===== config.mk =====
export PLATFORM = sky130hd
export DESIGN_NAME = cms_ctrl_arbiter
export DESIGN_NICKNAME = d
export VERILOG_FILES = /design/src/rtl/cms_ctrl_arbiter_pkg.sv /design/src/rtl/cms_ctrl_arbiter.sv
export SDC_FILE = /design/constraint.sdc
export NUM_CORES = 1
export LEC_CHECK = 0
export ABC_AREA = 1
export ABC_CLOCK_PERIOD_IN_PS = 1400
export BUFFER_PORTS_ARGS = -buffer_cell sky130_fd_sc_hd__buf_2
export CAP_MARGIN = 10
export CORE_UTILIZATION = 35
export CTS_CLUSTER_DIAMETER = 150
export DETAILED_ROUTE_END_ITERATION = 12
export HOLD_SLACK_MARGIN = 0.15
export PLACE_DENSITY = 0.71
export REMOVE_ABC_BUFFERS = 1
export SYNTH_ARGS = -nofsm -noshare
export SYNTH_HDL_FRONTEND = slang
export SYNTH_SLANG_ARGS = --single-unit
export TNS_END_PERCENT = 5

===== constraint.sdc =====
create_clock -name clk -period 1.4 [get_ports clk]
set_input_delay 0.14 -clock clk [delete_from_list [all_inputs] [get_ports clk]]
set_output_delay 0.14 -clock clk [all_outputs]
set_load 0.01 [all_outputs]

===== src/rtl/cms_ctrl_arbiter_pkg.sv =====
// -----------------------------------------------------------------------------
// cms_ctrl_arbiter_pkg
// Shared definitions for the monitoring-system control-port arbiter. The bench
// that drives the complete monitoring system reuses these definitions.
//   - arb_state_e            : 2-bit FSM encoding (IDLE=0, SETUP=1, STROBE=2, RECOVER=3)
//   - CMS_DEFAULT_ADDR_WIDTH : default control address width
//   - CMS_DEFAULT_DATA_WIDTH : default control write-data width
//   - rr_pick()              : round-robin winner (0 = host, 1 = trigger unit)
// -----------------------------------------------------------------------------
package cms_ctrl_arbiter_pkg;

    localparam int CMS_DEFAULT_ADDR_WIDTH = 8;
    localparam int CMS_DEFAULT_DATA_WIDTH = 64;

    typedef enum logic [1:0] {
        ST_IDLE    = 2'd0,
        ST_SETUP   = 2'd1,
        ST_STROBE  = 2'd2,
        ST_RECOVER = 2'd3
    } arb_state_e;

    // A lone requester always wins. When both are requesting, the one that
    // was not granted last time wins.
    function automatic logic rr_pick(input logic v0, input logic v1, input logic last_grant);
        if (v0 && v1) begin
            return !last_grant;
        end
        return v1;
    endfunction

endpackage


===== src/rtl/cms_ctrl_arbiter.sv =====
// -----------------------------------------------------------------------------
// cms_ctrl_arbiter
// Arbitrates control-register writes from the host (req0) and the trigger
// unit (req1) onto the single monitoring-system control port. Each write runs
// through the sequence IDLE -> SETUP -> STROBE -> RECOVER -> IDLE. This
// sequence gives exactly one write-enable pulse per write. Address and data
// stay stable around that pulse.
//
// Parameters
//   ADDR_WIDTH     : control address width
//   DATA_WIDTH     : control write-data width
//   RECOVER_CYCLES : write-enable-low cycles after each strobe (1..15)
//
// Ports
//   clk, rst_n               : clock (rising edge) and async active-low reset
//   reqN_valid/addr/wdata    : write request from requester N (0 host, 1 trigger)
//   reqN_ready               : accept strobe, only ever asserted in IDLE
//   ctrl_addr/wdata          : latched address/data of the current or last write
//   ctrl_write_enable        : high for the single STROBE cycle
//   busy                     : high whenever the FSM is not in IDLE
//   grant_count0/1           : per-requester handshake counters (only when
//                              CMS_CTRL_ARB_STATS_EN is defined)
//
// Build option: define CMS_CTRL_ARB_STATS_EN to add the 32-bit grant counters.
// -----------------------------------------------------------------------------
module cms_ctrl_arbiter
    import cms_ctrl_arbiter_pkg::*;
#(
    parameter int ADDR_WIDTH     = CMS_DEFAULT_ADDR_WIDTH,
    parameter int DATA_WIDTH     = CMS_DEFAULT_DATA_WIDTH,
    parameter int RECOVER_CYCLES = 1
) (
    input  logic                  clk,
    input  logic                  rst_n,
    input  logic                  req0_valid,
    input  logic [ADDR_WIDTH-1:0] req0_addr,
    input  logic [DATA_WIDTH-1:0] req0_wdata,
    output logic                  req0_ready,
    input  logic                  req1_valid,
    input  logic [ADDR_WIDTH-1:0] req1_addr,
    input  logic [DATA_WIDTH-1:0] req1_wdata,
    output logic                  req1_ready,
    output logic [ADDR_WIDTH-1:0] ctrl_addr,
    output logic [DATA_WIDTH-1:0] ctrl_wdata,
    output logic                  ctrl_write_enable,
    output logic                  busy
`ifdef CMS_CTRL_ARB_STATS_EN
    ,
    output logic [31:0]           grant_count0,
    output logic [31:0]           grant_count1
`endif
);

    // The counter is loaded when the FSM leaves STROBE. RECOVER ends on the
    // cycle in which the counter reads zero, so the load value is one less
    // than the number of recovery cycles.
    localparam logic [3:0] RECOVER_LOAD = 4'(RECOVER_CYCLES - 1);

    arb_state_e            state_q, state_d;
    logic [ADDR_WIDTH-1:0] addr_q, addr_d;
    logic [DATA_WIDTH-1:0] wdata_q, wdata_d;
    logic                  last_grant_q, last_grant_d;
    logic [3:0]            rcnt_q, rcnt_d;
    logic                  grant_sel;
`ifdef CMS_CTRL_ARB_STATS_EN
    logic [31:0]           grant_count0_q, grant_count0_d;
    logic [31:0]           grant_count1_q, grant_count1_d;
`endif

    // Round-robin grant. This value only matters in IDLE while a request is pending.
    assign grant_sel = rr_pick(req0_valid, req1_valid, last_grant_q);

    always_comb begin
        state_d           = state_q;
        addr_d            = addr_q;
        wdata_d           = wdata_q;
        last_grant_d      = last_grant_q;
        rcnt_d            = rcnt_q;
        req0_ready        = 1'b0;
        req1_ready        = 1'b0;
        ctrl_write_enable = 1'b0;
`ifdef CMS_CTRL_ARB_STATS_EN
        grant_count0_d    = grant_count0_q;
        grant_count1_d    = grant_count1_q;
`endif
        unique case (state_q)
            ST_IDLE: begin
                // The winning requester's ready is raised only while its own
                // valid is high. Any pending request therefore completes a
                // handshake in this cycle.
                if (req0_valid || req1_valid) begin
                    req0_ready   = !grant_sel;
                    req1_ready   = grant_sel;
                    last_grant_d = grant_sel;
                    addr_d       = grant_sel ? req1_addr  : req0_addr;
                    wdata_d      = grant_sel ? req1_wdata : req0_wdata;
                    state_d      = ST_SETUP;
`ifdef CMS_CTRL_ARB_STATS_EN
                    if (grant_sel) begin
                        grant_count1_d = grant_count1_q + 32'd1;
                    end else begin
                        grant_count0_d = grant_count0_q + 32'd1;
                    end
`endif
                end
            end
            ST_SETUP: begin
                state_d = ST_STROBE;
            end
            ST_STROBE: begin
                ctrl_write_enable = 1'b1;
                rcnt_d            = RECOVER_LOAD;
                state_d           = ST_RECOVER;
            end
            ST_RECOVER: begin
                if (rcnt_q == 4'd0) begin
                    state_d = ST_IDLE;
                end else begin
                    rcnt_d = rcnt_q - 4'd1;
                end
            end
            default: begin
                state_d = ST_IDLE;
            end
        endcase
    end

    always_ff @(posedge clk or negedge rst_n) begin
        if (!rst_n) begin
            state_q        <= ST_IDLE;
            addr_q         <= '0;
            wdata_q        <= '0;
            last_grant_q   <= 1'b1;
            rcnt_q         <= 4'd0;
`ifdef CMS_CTRL_ARB_STATS_EN
            grant_count0_q <= 32'd0;
            grant_count1_q <= 32'd0;
`endif
        end else begin
            state_q        <= state_d;
            addr_q         <= addr_d;
            wdata_q        <= wdata_d;
            last_grant_q   <= last_grant_d;
            rcnt_q         <= rcnt_d;
`ifdef CMS_CTRL_ARB_STATS_EN
            grant_count0_q <= grant_count0_d;
            grant_count1_q <= grant_count1_d;
`endif
        end
    end

    assign ctrl_addr  = addr_q;
    assign ctrl_wdata = wdata_q;
    assign busy       = (state_q != ST_IDLE);
`ifdef CMS_CTRL_ARB_STATS_EN
    assign grant_count0 = grant_count0_q;
    assign grant_count1 = grant_count1_q;
`endif

endmodule


==> flow_summary.rst <==
.. list-table::
   :header-rows: 1

   * - Metric
     - Value
   * - Buffers on Ports
     - 223
   * - Row Count
     - 39
   * - F_max
     - 0.6442 GHz
   * - Worst path cell trace
     - inv_2 > ha_4 > buf_6 > o21ai_4 > a21oi_2 > buf_2
   * - Mapped Cells
     - 599
   * - Total of warnings raised by yosys
     - 0
   * - Final GP Congestion
     - 0.8039
   * - Instance count on the critical path
     - 6
   * - Worst Path Buf+Inv
     - 3
   * - Nets
     - 1130
   * - Number of sinks on the clock net
     - 79
   * - Sequential share of power
     - 31.6%
   * - Max-capacitance violation count
     - 0
   * - Part of the total power dissipated in combinational logic
     - 49.8%
   * - First-iteration detailed-routing DRC count
     - 287
   * - Vias in the first global route
     - 5559
   * - Total Die Area
     - 0.01225 mm2
   * - Number of cells in the design after placement
     - 952
   * - Core region area
     - 0.01147 mm2
   * - RSZ-0062 raised after global routing
     - true
   * - Layout cells sized above 1
     - 28.82%
   * - TritonCTS clock tree
     - built
   * - Worst hold path class
     - input port to flop
   * - Starting utilization of the core area
     - 36.04%
   * - Amount of wire on met2 after detailed routing
     - 7560 um
   * - Number of buffers between clock root and the deepest sink
     - 2
   * - Multi-input gate area
     - 0.001744 mm2
   * - Net switching power of the design
     - 5.079 mW
   * - Area added between synthesis and finish
     - 82.44%
   * - Wl on met1
     - 5940 um
   * - Worst EP required
     - 1.26 ns
   * - Cell area after technology mapping
     - 0.004133 mm2
   * - Worst-path maximum fanout
     - 2
   * - Final Total Pwr
     - 12.98 mW
   * - CTS H-tree depth
     - 3
   * - Summed negative setup slack over all endpoints
     - -0.3211 ns
   * - Post-route cell area
     - 0.007540 mm2
   * - Slew headroom
     - 81.28%
   * - Outcome
     - finished, violations left
   * - Number of vias after detailed routing
     - 5277
   * - Global-route wire length before repair
     - 25090 um
   * - Cts bufs inserted
     - 9
   * - Overall routing resource usage
     - 25.24%
   * - Placed wire-length estimate
     - 8214 um
   * - Min Tclk post-route
     - 1.552 ns
   * - CP Launch Type
     - flop
   * - Worst IR drop on VDD
     - 0.9665 mV
   * - Worst Reg-to-Reg Cells
     - 10
   * - Clk_lat worst skew
     - 0.33 ns
   * - Violations in the final reports
     - setup timing
   * - Post-route DRC
     - 0
   * - Clock-pin slew on the worst setup and hold paths
     - 0.05 ns
   * - Top routing layer in use
     - met4
   * - Width of the die
     - 110.7 um
   * - Leading cell type in the layout, fill and taps excluded
     - sky130_fd_sc_hd__nand2_1
   * - Number of antenna violations at the first check in global routing
     - 0
   * - CP Data Arrival Time
     - 1.41 ns
   * - CTS Root Buffer Type
     - sky130_fd_sc_hd__clkbuf_16
   * - Critical Path Max Stage Delay
     - 0.39 ns
   * - Num ports
     - 224
   * - Via/cell ratio
     - 4.691
   * - Cell with the largest stage delay on the worst path
     - sky130_fd_sc_hd__dfrtp_1
   * - Sequential share of the synthesized area
     - 47.87%
   * - Clock share of power
     - 18.6%
   * - Die Y-Extent
     - 110.7 um
   * - Met3 wire length
     - 1002 um
   * - Number of standard cells in the final layout excluding fillers
     - 1125
   * - Seq cells post-synth
     - 79
   * - Pre-antenna DRT Iters
     - 5
   * - Overall routed net length
     - 15310 um
   * - Static power due to leakage
     - 4.184 nW
   * - Pin count of the biggest net entering global routing
     - 52
   * - Final Hold Fails
     - 0
   * - GRT Residual Overflow
     - 0
   * - Fin crit share
     - 110.9%
   * - Cell Int Power
     - 7.899 mW
   * - Count of filler cells inserted in the layout
     - 894
   * - Antenna Violating Nets Remaining
     - 0
   * - PD cells
     - 1721 mW/mm2
   * - Slew at the pin with the worst max-slew slack
     - 0.2797 ns
   * - Delay-heaviest family, CP
     - flip-flops
   * - Detail-routed net length per standard cell
     - 13.61 um
   * - Final critical-path setup slack
     - -0.1523 ns
   * - Most used cells in the layout excluding fill and tap cells
     - sky130_fd_sc_hd__nand2_1 (236), sky130_fd_sc_hd__buf_2 (220), sky130_fd_sc_hd__dlygate4sd3_1 (144)
   * - Placed cell areas
     - 0.005505 mm2
   * - Endpoint kind of the worst setup timing path
     - output port
   * - Ant. Diodes
     - 0
   * - Avg Inst Size Synth
     - 6.899 um2
   * - Final max-slew violation count
     - 0
   * - Number of stages on the worst hold path
     - 5
   * - Register Area
     - 0.001978 mm2
   * - CP Class
     - flop to output port
   * - Clock tree skew after final layout
     - 0.005370 ns
   * - Count of different cell masters after synthesis
     - 19
   * - Share of total power consumed by net switching
     - 39.14%
   * - Number of endpoints failing setup at the final stage
     - 6
-- layer usage --
layer / up-vias / track usage [%]
li1: 2548 / -
met1: 2392 / 27.28
met2: 257 / 43.69
met3: 80 / 6.670
met4: 0 / 16.09
met5: - / 0
-- worst register-to-register path, delay by kind of cell, from the launching register on --
| kind | cells | cell delay (ns) |
|---|---|---|
| AOI/OAI and AO/OA | 2 | 0.13 |
| and+or+nand+nor | 1 | 0.07 |
| adders and majority gates | 1 | 0.16 |
| buffers and inverters | 6 | 0.67 |
| DFF | 1 | 0.36 |
-- state kept, by name, indices dropped and copies added (netlist names) --
register      cells
ctrl_addr         8
state_q           2
rcnt_q            4
ctrl_wdata       64
last_grant_q      1
-- synthesized netlist by cell type --
master | number | share of area (%)
sky130_fd_sc_hd__nand2_1 | 238 | 22
sky130_fd_sc_hd__inv_1 | 82 | 7.4
sky130_fd_sc_hd__nor2_1 | 79 | 7.2
sky130_fd_sc_hd__dfrtp_1 | 78 | 47
sky130_fd_sc_hd__o21ai_1 | 70 | 8.5
sky130_fd_sc_hd__buf_2 | 19 | 2.3
sky130_fd_sc_hd__nand3_1 | 8 | 0.97
sky130_fd_sc_hd__clkbuf_1 | 7 | 0.64
sky130_fd_sc_hd__ha_1 | 5 | 1.5
sky130_fd_sc_hd__a21oi_1 | 2 | 0.24
sky130_fd_sc_hd__buf_1 | 2 | 0.18
sky130_fd_sc_hd__o21ai_0 | 2 | 0.24
sky130_fd_sc_hd__buf_6 | 1 | 0.27
sky130_fd_sc_hd__clkbuf_2 | 1 | 0.12
sky130_fd_sc_hd__dfstp_2 | 1 | 0.64
sky130_fd_sc_hd__nand2_2 | 1 | 0.15
sky130_fd_sc_hd__nor2_4 | 1 | 0.27
sky130_fd_sc_hd__nor3_1 | 1 | 0.12
sky130_fd_sc_hd__o21ai_4 | 1 | 0.39
-- logic make-up (layout without fill, tap and decap cells) --
family,count (synthesis),count (layout),synth area share [%]
AO/OA/AOI/OAI,75,75,9.355
adder cells (fa/ha/maj),5,5,1.514
buffers and inverters,112,495,10.96
flip-flops,79,79,47.87
AND/OR/NAND/NOR,328,328,30.31
-- worst paths after layout --
path | to | slack [ns] | start
worst min-delay path | ctrl_wdata[46] | 0.18 | req0_wdata[46]
worst max-delay path | req0_ready | -0.15 | state_q[0]
min in group asynchronous | ctrl_wdata[17] | 0.21 | rst_n
worst min register to register | ctrl_wdata[21] | 0.48 | ctrl_wdata[21]
max in group asynchronous | ctrl_addr[0] | 0.70 | rst_n
worst max register to register | last_grant_q | -0.05 | state_q[0]
-- repair_timing --
| item | in CTS | in global routing |
|---|---|---|
| resized for setup | 12 | 15 |
| gates cloned | 2 | 3 |
| setup buffers | 6 | 2 |
| pin swaps | 2 | 2 |
| hold endpoints to repair | 151 | 0 |
| endpoints found under the setup margin | 3 | 72 |
| hold buffers | 144 | 0 |
-- power by group through the flow --
stage,Clock (mW),Sequential (mW),Combinational [mW]
after CTS,2.48,4.07,6.08
after global placement,0,4.06,5.40
after floorplan,0,4.55,2.55
after global routing,2.58,4.23,7.15
final,2.41,4.10,6.47
after detailed placement,0,4.06,5.53
-- stage by stage --
stage	util, %	hold WS, ns	setup slack [ns]
after floorplan	-	-0.1556	-0.8140
after global placement	48.01	0.001854	0.07211
after detailed placement	48.01	0.008182	0.02562
after CTS	64.57	0.1619	-0.1163
after global routing	65.75	0.1936	-0.1948
final	65.75	0.1832	-0.1523
-- cell type report --
type	instances	share of cell area, %
Timing Repair Buffer	397	40.06
Multi-Input combinational cell	408	23.13
Inverter	82	4.082
Clock buffer	13	3.584
Sequential cell	79	26.24
Tap cell	143	2.373
Clock inverter	3	0.5310
(Power assumes the default switching activity.)
